<file path="config.mk">
export PLATFORM = sky130hd
export DESIGN_NAME = multiplicacao
export DESIGN_NICKNAME = d
export VERILOG_FILES = /design/src/rtl/mult_pkg.sv /design/src/rtl/booth_passo.sv /design/src/rtl/multiplicacao.sv
export SDC_FILE = /design/constraint.sdc
export NUM_CORES = 1
export LEC_CHECK = 0
export CELL_PAD_IN_SITES_DETAIL_PLACEMENT = 1
export CELL_PAD_IN_SITES_GLOBAL_PLACEMENT = 1
export CORE_UTILIZATION = 43
export DETAILED_ROUTE_END_ITERATION = 12
export GPL_ROUTABILITY_DRIVEN = 0
export PLACE_DENSITY = 0.89
export SETUP_SLACK_MARGIN = 0.3
export SYNTH_ARGS = -nofsm -noshare
export SYNTH_HDL_FRONTEND = slang
export SYNTH_SLANG_ARGS = --single-unit
export TNS_END_PERCENT = 1
</file>
<file path="constraint.sdc">
create_clock -name clock -period 5.2 [get_ports clock]
set_input_delay 1.3 -clock clock [delete_from_list [all_inputs] [get_ports clock]]
set_output_delay 1.3 -clock clock [all_outputs]
set_load 0.005 [all_outputs]
</file>
<file path="src/rtl/mult_pkg.sv">
// Shared definitions for the sequential Booth multiplier: operand width,
// FSM state encoding and the Booth recoding constants.
package mult_pkg;

  localparam int MULT_N = 32;

  typedef enum logic {IDLE, RUN} mult_state_t;

  localparam logic [1:0] BOOTH_ADD = 2'b01;
  localparam logic [1:0] BOOTH_SUB = 2'b10;

endpackage

</file>
<file path="src/rtl/booth_passo.sv">
// One radix-2 Booth iteration: conditional add/subtract of M into A,
// followed by an arithmetic shift right of {A, Q, Q_1}.
module booth_passo
  import mult_pkg::*;
#(
  parameter int N = MULT_N
) (
  input  logic [N:0]   a,
  input  logic [N-1:0] q,
  input  logic         q_1,
  input  logic [N:0]   m,
  output logic [N:0]   a_next,
  output logic [N-1:0] q_next,
  output logic         q_1_next
);

  logic [N:0] sum;

  always_comb begin
    sum = a;
    unique case ({q[0], q_1})
      BOOTH_ADD: sum = a + m;
      BOOTH_SUB: sum = a - m;
      default:   sum = a;
    endcase
  end

  // A is one bit wider than the operands, so its MSB is the true sign.
  assign a_next   = {sum[N], sum[N:1]};
  assign q_next   = {sum[0], q[N-1:1]};
  assign q_1_next = q[0];

endmodule

</file>
<file path="src/rtl/multiplicacao.sv">
// Sequential signed multiplier (radix-2 Booth, one step per falling edge)
// with a multIn/multOut start/done handshake and registered Hi/Lo outputs.
module multiplicacao
  import mult_pkg::*;
#(
  parameter int N = MULT_N
) (
  input  logic         clock,
  input  logic         reset,
  input  logic [N-1:0] Multiplicando,
  input  logic [N-1:0] Multiplicador,
  input  logic         multIn,
  output logic         multOut,
  output logic [N-1:0] Hi,
  output logic [N-1:0] Lo
);

  localparam int CW = $clog2(N) + 1;

  mult_state_t   state_reg, state_next;
  logic [N:0]    a_reg, a_next;
  logic [N-1:0]  q_reg, q_next;
  logic          q_1_reg, q_1_next;
  logic [N:0]    m_reg, m_next;
  logic [CW-1:0] cont_reg, cont_next;
  logic [N-1:0]  hi_reg, hi_next;
  logic [N-1:0]  lo_reg, lo_next;
  logic          done_reg, done_next;

  logic [N:0]    a_step;
  logic [N-1:0]  q_step;
  logic          q_1_step;

  booth_passo #(.N(N)) u_passo (
    .a        (a_reg),
    .q        (q_reg),
    .q_1      (q_1_reg),
    .m        (m_reg),
    .a_next   (a_step),
    .q_next   (q_step),
    .q_1_next (q_1_step)
  );

  always_ff @(negedge clock or negedge reset) begin
    if (!reset) begin
      state_reg <= IDLE;
      a_reg     <= '0;
      q_reg     <= '0;
      q_1_reg   <= 1'b0;
      m_reg     <= '0;
      cont_reg  <= '0;
      hi_reg    <= '0;
      lo_reg    <= '0;
      done_reg  <= 1'b0;
    end else begin
      state_reg <= state_next;
      a_reg     <= a_next;
      q_reg     <= q_next;
      q_1_reg   <= q_1_next;
      m_reg     <= m_next;
      cont_reg  <= cont_next;
      hi_reg    <= hi_next;
      lo_reg    <= lo_next;
      done_reg  <= done_next;
    end
  end

  always_comb begin
    state_next = state_reg;
    a_next     = a_reg;
    q_next     = q_reg;
    q_1_next   = q_1_reg;
    m_next     = m_reg;
    cont_next  = cont_reg;
    hi_next    = hi_reg;
    lo_next    = lo_reg;
    done_next  = 1'b0;

    unique case (state_reg)
      IDLE: begin
        if (multIn) begin
          a_next     = '0;
          q_next     = Multiplicador;
          q_1_next   = 1'b0;
          m_next     = {Multiplicando[N-1], Multiplicando};
          cont_next  = CW'(N);
          state_next = RUN;
        end
      end
      RUN: begin
        a_next    = a_step;
        q_next    = q_step;
        q_1_next  = q_1_step;
        cont_next = cont_reg - 1'b1;
        // Last step: publish the product computed on this very edge.
        if (cont_next == '0) begin
          hi_next    = a_step[N-1:0];
          lo_next    = q_step;
          done_next  = 1'b1;
          state_next = IDLE;
        end
      end
      default: state_next = IDLE;
    endcase
  end

  assign multOut = done_reg;
  assign Hi      = hi_reg;
  assign Lo      = lo_reg;

endmodule

</file>
; Yosys cells after proc, flatten, opt, wreduce, memory -nomap -nowiden
; Index checks and enable logic that the tools add are counted.
[totals]
in_bits = 67
regBits = 170
elab_cells = 33
[classes]
n_reduce_logical = 3
addsub = 3
eq_ne = 3
bitwise = 1
n_mux = 14
[op_table]
columns = cell, count
row1 = $pmux 33 s2, 2
row2 = $pmux 32 s2, 1
row3 = $add 33x33->33, 1
row4 = $mux 33, 1
row5 = $sub 33x33->33, 1
row6 = $mux 32, 1
row7 = $pmux 6 s2, 1
row8 = $logic_not 6->1, 1
row9 = $mux 6, 1
row10 = $sub 6x1->6 const B, 1
row11 = $mux 1, 5
row12 = $pmux 1 s2, 2
row13 = $reduce_and 2->1, 2
row14 = $eq 2x1->1 const B, 1
row15 = $eq 2x2->1 const B, 1
row16 = $ne 2x2->1 const B, 1
row17 = $not 1->1, 1

; Depth between registers and ports, before layout
[logic_depth]
depth_word = 4
mapped_depth = 17
depth_no_buf = 17

; Cells and area by module
; Synthesis repeated with hierarchy kept, for this count alone.
[hier_totals]
hier_cells = 955
area_unflattened_um2 = 9920.8
[by_module_without_submodules]
columns = module, seq_area_each_um2, cells_each, area_each_um2, instances
row1 = multiplicacao, 4254.1, 455, 6597.6, 1
row2 = booth_passo, 0.0, 500, 3323.2, 1

==> results.toml <==
[outcome]
status = "completed"

[finish]
final_cell_mix = "nand2_1 (218), dfrtn_1 (169), o21ai_0 (88)"
instances_no_fill = 1463
utilization = 0.543
fin_nets = 1274
n_fill_cell = 2497
layout_commonest_cell = "nand2_1"
drive_above_1_share = 0.0997
n_antenna_cell = 0
regArea_um2 = 4230
multiInputGateArea_um2 = 5160
area_growth_pct = 23.3

[sta]
fin_worst_skew_ps = 9.36
slew_headroom = 0.410
tns_ps = 0
hold_viol_final = 0
slew_viol_final = 0
rsz0062_at_grt = "true"
worst_slew_pin_slew_ps = 885
setup-violations-final = 0

[route]
dr.pass1.iters = 5
ant_nets = 0
wl_per_cell_um = 18.9
drc = 0
first_iter_violations = 489
wl_mm = 27.6
vias = 8261
routed_via_density = 5.65

[clocking]
htree_num_levels = 4
cts.sinks = 169
clk_latency_ps = 410
clock_path_buffers = 2
clk_pin_slew_ps = 50
numCtsBuffers = 17
ctsRootBufferMaster = "clkbuf_16"
cts_tree = "yes"
hold_buffers = 0

[synthesis]
synth-seq-cells = 169
post_synth.cell_area_avg_um2 = 9.13
synthArstFlopShare = 1.00
synthCells = 1057
synth_cell_types = 56
synth_edf_count = 0
yosys_most_used_dff = "dfrtn_1"
yosysWarnings = 0
synth_fp_nets = 1161
synth_area_um2 = 9650
yosysSeqAreaShare = 0.438

[critical_path]
slowest_stage = "dfrtn_1"
cp_top_family = "flip-flops"
worstSetupStartpoint = "Lo[30]$_DFFE_NN0P_"
worstPathArrival_ps = 3670
r2r-start = "m_reg[15]$_DFFE_NN0P_"
path_class = "flop to output port"
required_ps = 3900
path_max_fanout = 2
cp.buffers_inverters = 1
max_stage_delay_ps = 430
start_kind = "flop"
cp-end-kind = "output port"
cp_cell_sequence = "dlygate4sd2_1"

[placed_design]
dp_cells = 1422
dp_hpwl_mm = 19.4
io_buffers = 131

[floorplanning]
fp.dieW_um = 152
chipHeight_um = 152
rows = 54
design.core.area_um2 = 21900
dieArea_um2 = 23000
io_pins = 132
initial_core_util = 0.441

[min_path]
hp-start = "Lo[24]$_DFFE_NN0P_"
hold_class = "flop to flop"

[grt]
overflow = 0
antenna_found_initial = 0
grt_pass1_vias = 8673
grt_usage = 0.245
grt_start_max_net_pins = 80
grt_pass1_wl_mm = 45.8

[run]
maxCapViolations = 0
-- cell families after synthesis --
family | share of synthesized area
XOR/XNOR | 0.0526
adder cells (fa/ha/maj) | 0.0487
buffers and inverters | 0.0319
flip-flops | 0.438
AND/OR/NAND/NOR | 0.191
multiplexers | 0.0971
AO/OA/AOI/OAI | 0.140
-- layout make-up --
cell class | instances | share of cell area
Multi-Input combinational cell | 806 | 0.434
Sequential cell | 169 | 0.355
Timing Repair Buffer | 154 | 0.122
Clock buffer | 18 | 0.0369
Tap cell | 280 | 0.0294
Clock inverter | 14 | 0.0153
Inverter | 22 | 0.00736
-- synthesized netlist by cell type (all sizes together) (12+ instances only) --
| cell type | number | area share |
|---|---|---|
| a31oi | 18 | 0.012 |
| inv | 22 | 0.0086 |
| a21oi | 53 | 0.027 |
| mux2i | 52 | 0.054 |
| nand2b | 12 | 0.0078 |
| a21o | 22 | 0.017 |
| nor2 | 52 | 0.020 |
| nand3 | 26 | 0.013 |
| clkbuf | 52 | 0.020 |
| o21ai | 90 | 0.047 |
| xor2 | 13 | 0.012 |
| nor3 | 14 | 0.0073 |
| and3 | 12 | 0.0078 |
| xnor2 | 45 | 0.041 |
| mux2 | 37 | 0.043 |
| dfrtn | 169 | 0.44 |
| ha | 36 | 0.047 |
| nor3b | 15 | 0.013 |
| nand2 | 218 | 0.085 |
-- repair_timing --
| action | in CTS | in global routing |
|---|---|---|
| pin swaps | 0 | 0 |
| gates resized for setup | 86 | 11 |
| setup endpoints to repair | 65 | 67 |
| buffers inserted | 7 | 2 |
-- routing by layer --
layer  routed length [um]  share of wire  vias to the layer above  global-route usage
li1                     -              -                     3894                   -
met1                12600           0.46                     4105               0.331
met2                13200           0.48                      220               0.403
met3                 1110          0.040                       42              0.0319
met4                  642          0.023                        0              0.0890
met5                    0              0                        -                   0
-- stage by stage --
stage	instance area (um^2)	hold slack [ps]	worst slack, ps
2_1_floorplan	9760	414	254
3_3_place_gp	11300	418	189
3_5_place_dp	11300	423	138
4_1_cts	11900	419	211
5_1_grt	11900	442	203
6_report	11900	418	227
-- tightest hold or removal path, cell delays in order (launching register included) --
cell	delay, ps
dfrtn_1	400
nand2_1	50
nand2_1	60
-- worst paths after layout --
kind | to | slack (ps) | cells after the start
worst min register to register | Lo[24]$_DFFE_NN0P_ | 420 | 2
worst max register to register | a_reg[27]$_DFFE_NN0P_ | 580 | 15
min in group asynchronous | a_reg[31]$_DFFE_NN0P_ | 3180 | 1
worst max-delay path | Lo[30] | 230 | 1
worst min-delay path | Lo[24]$_DFFE_NN0P_ | 420 | 2
max in group asynchronous | q_reg[30]$_DFFE_NN0P_ | 1420 | 2
Power is left out: the tool's default activity adds up to more than one toggle a clock period on the data nets, which glitch-free logic cannot reach.
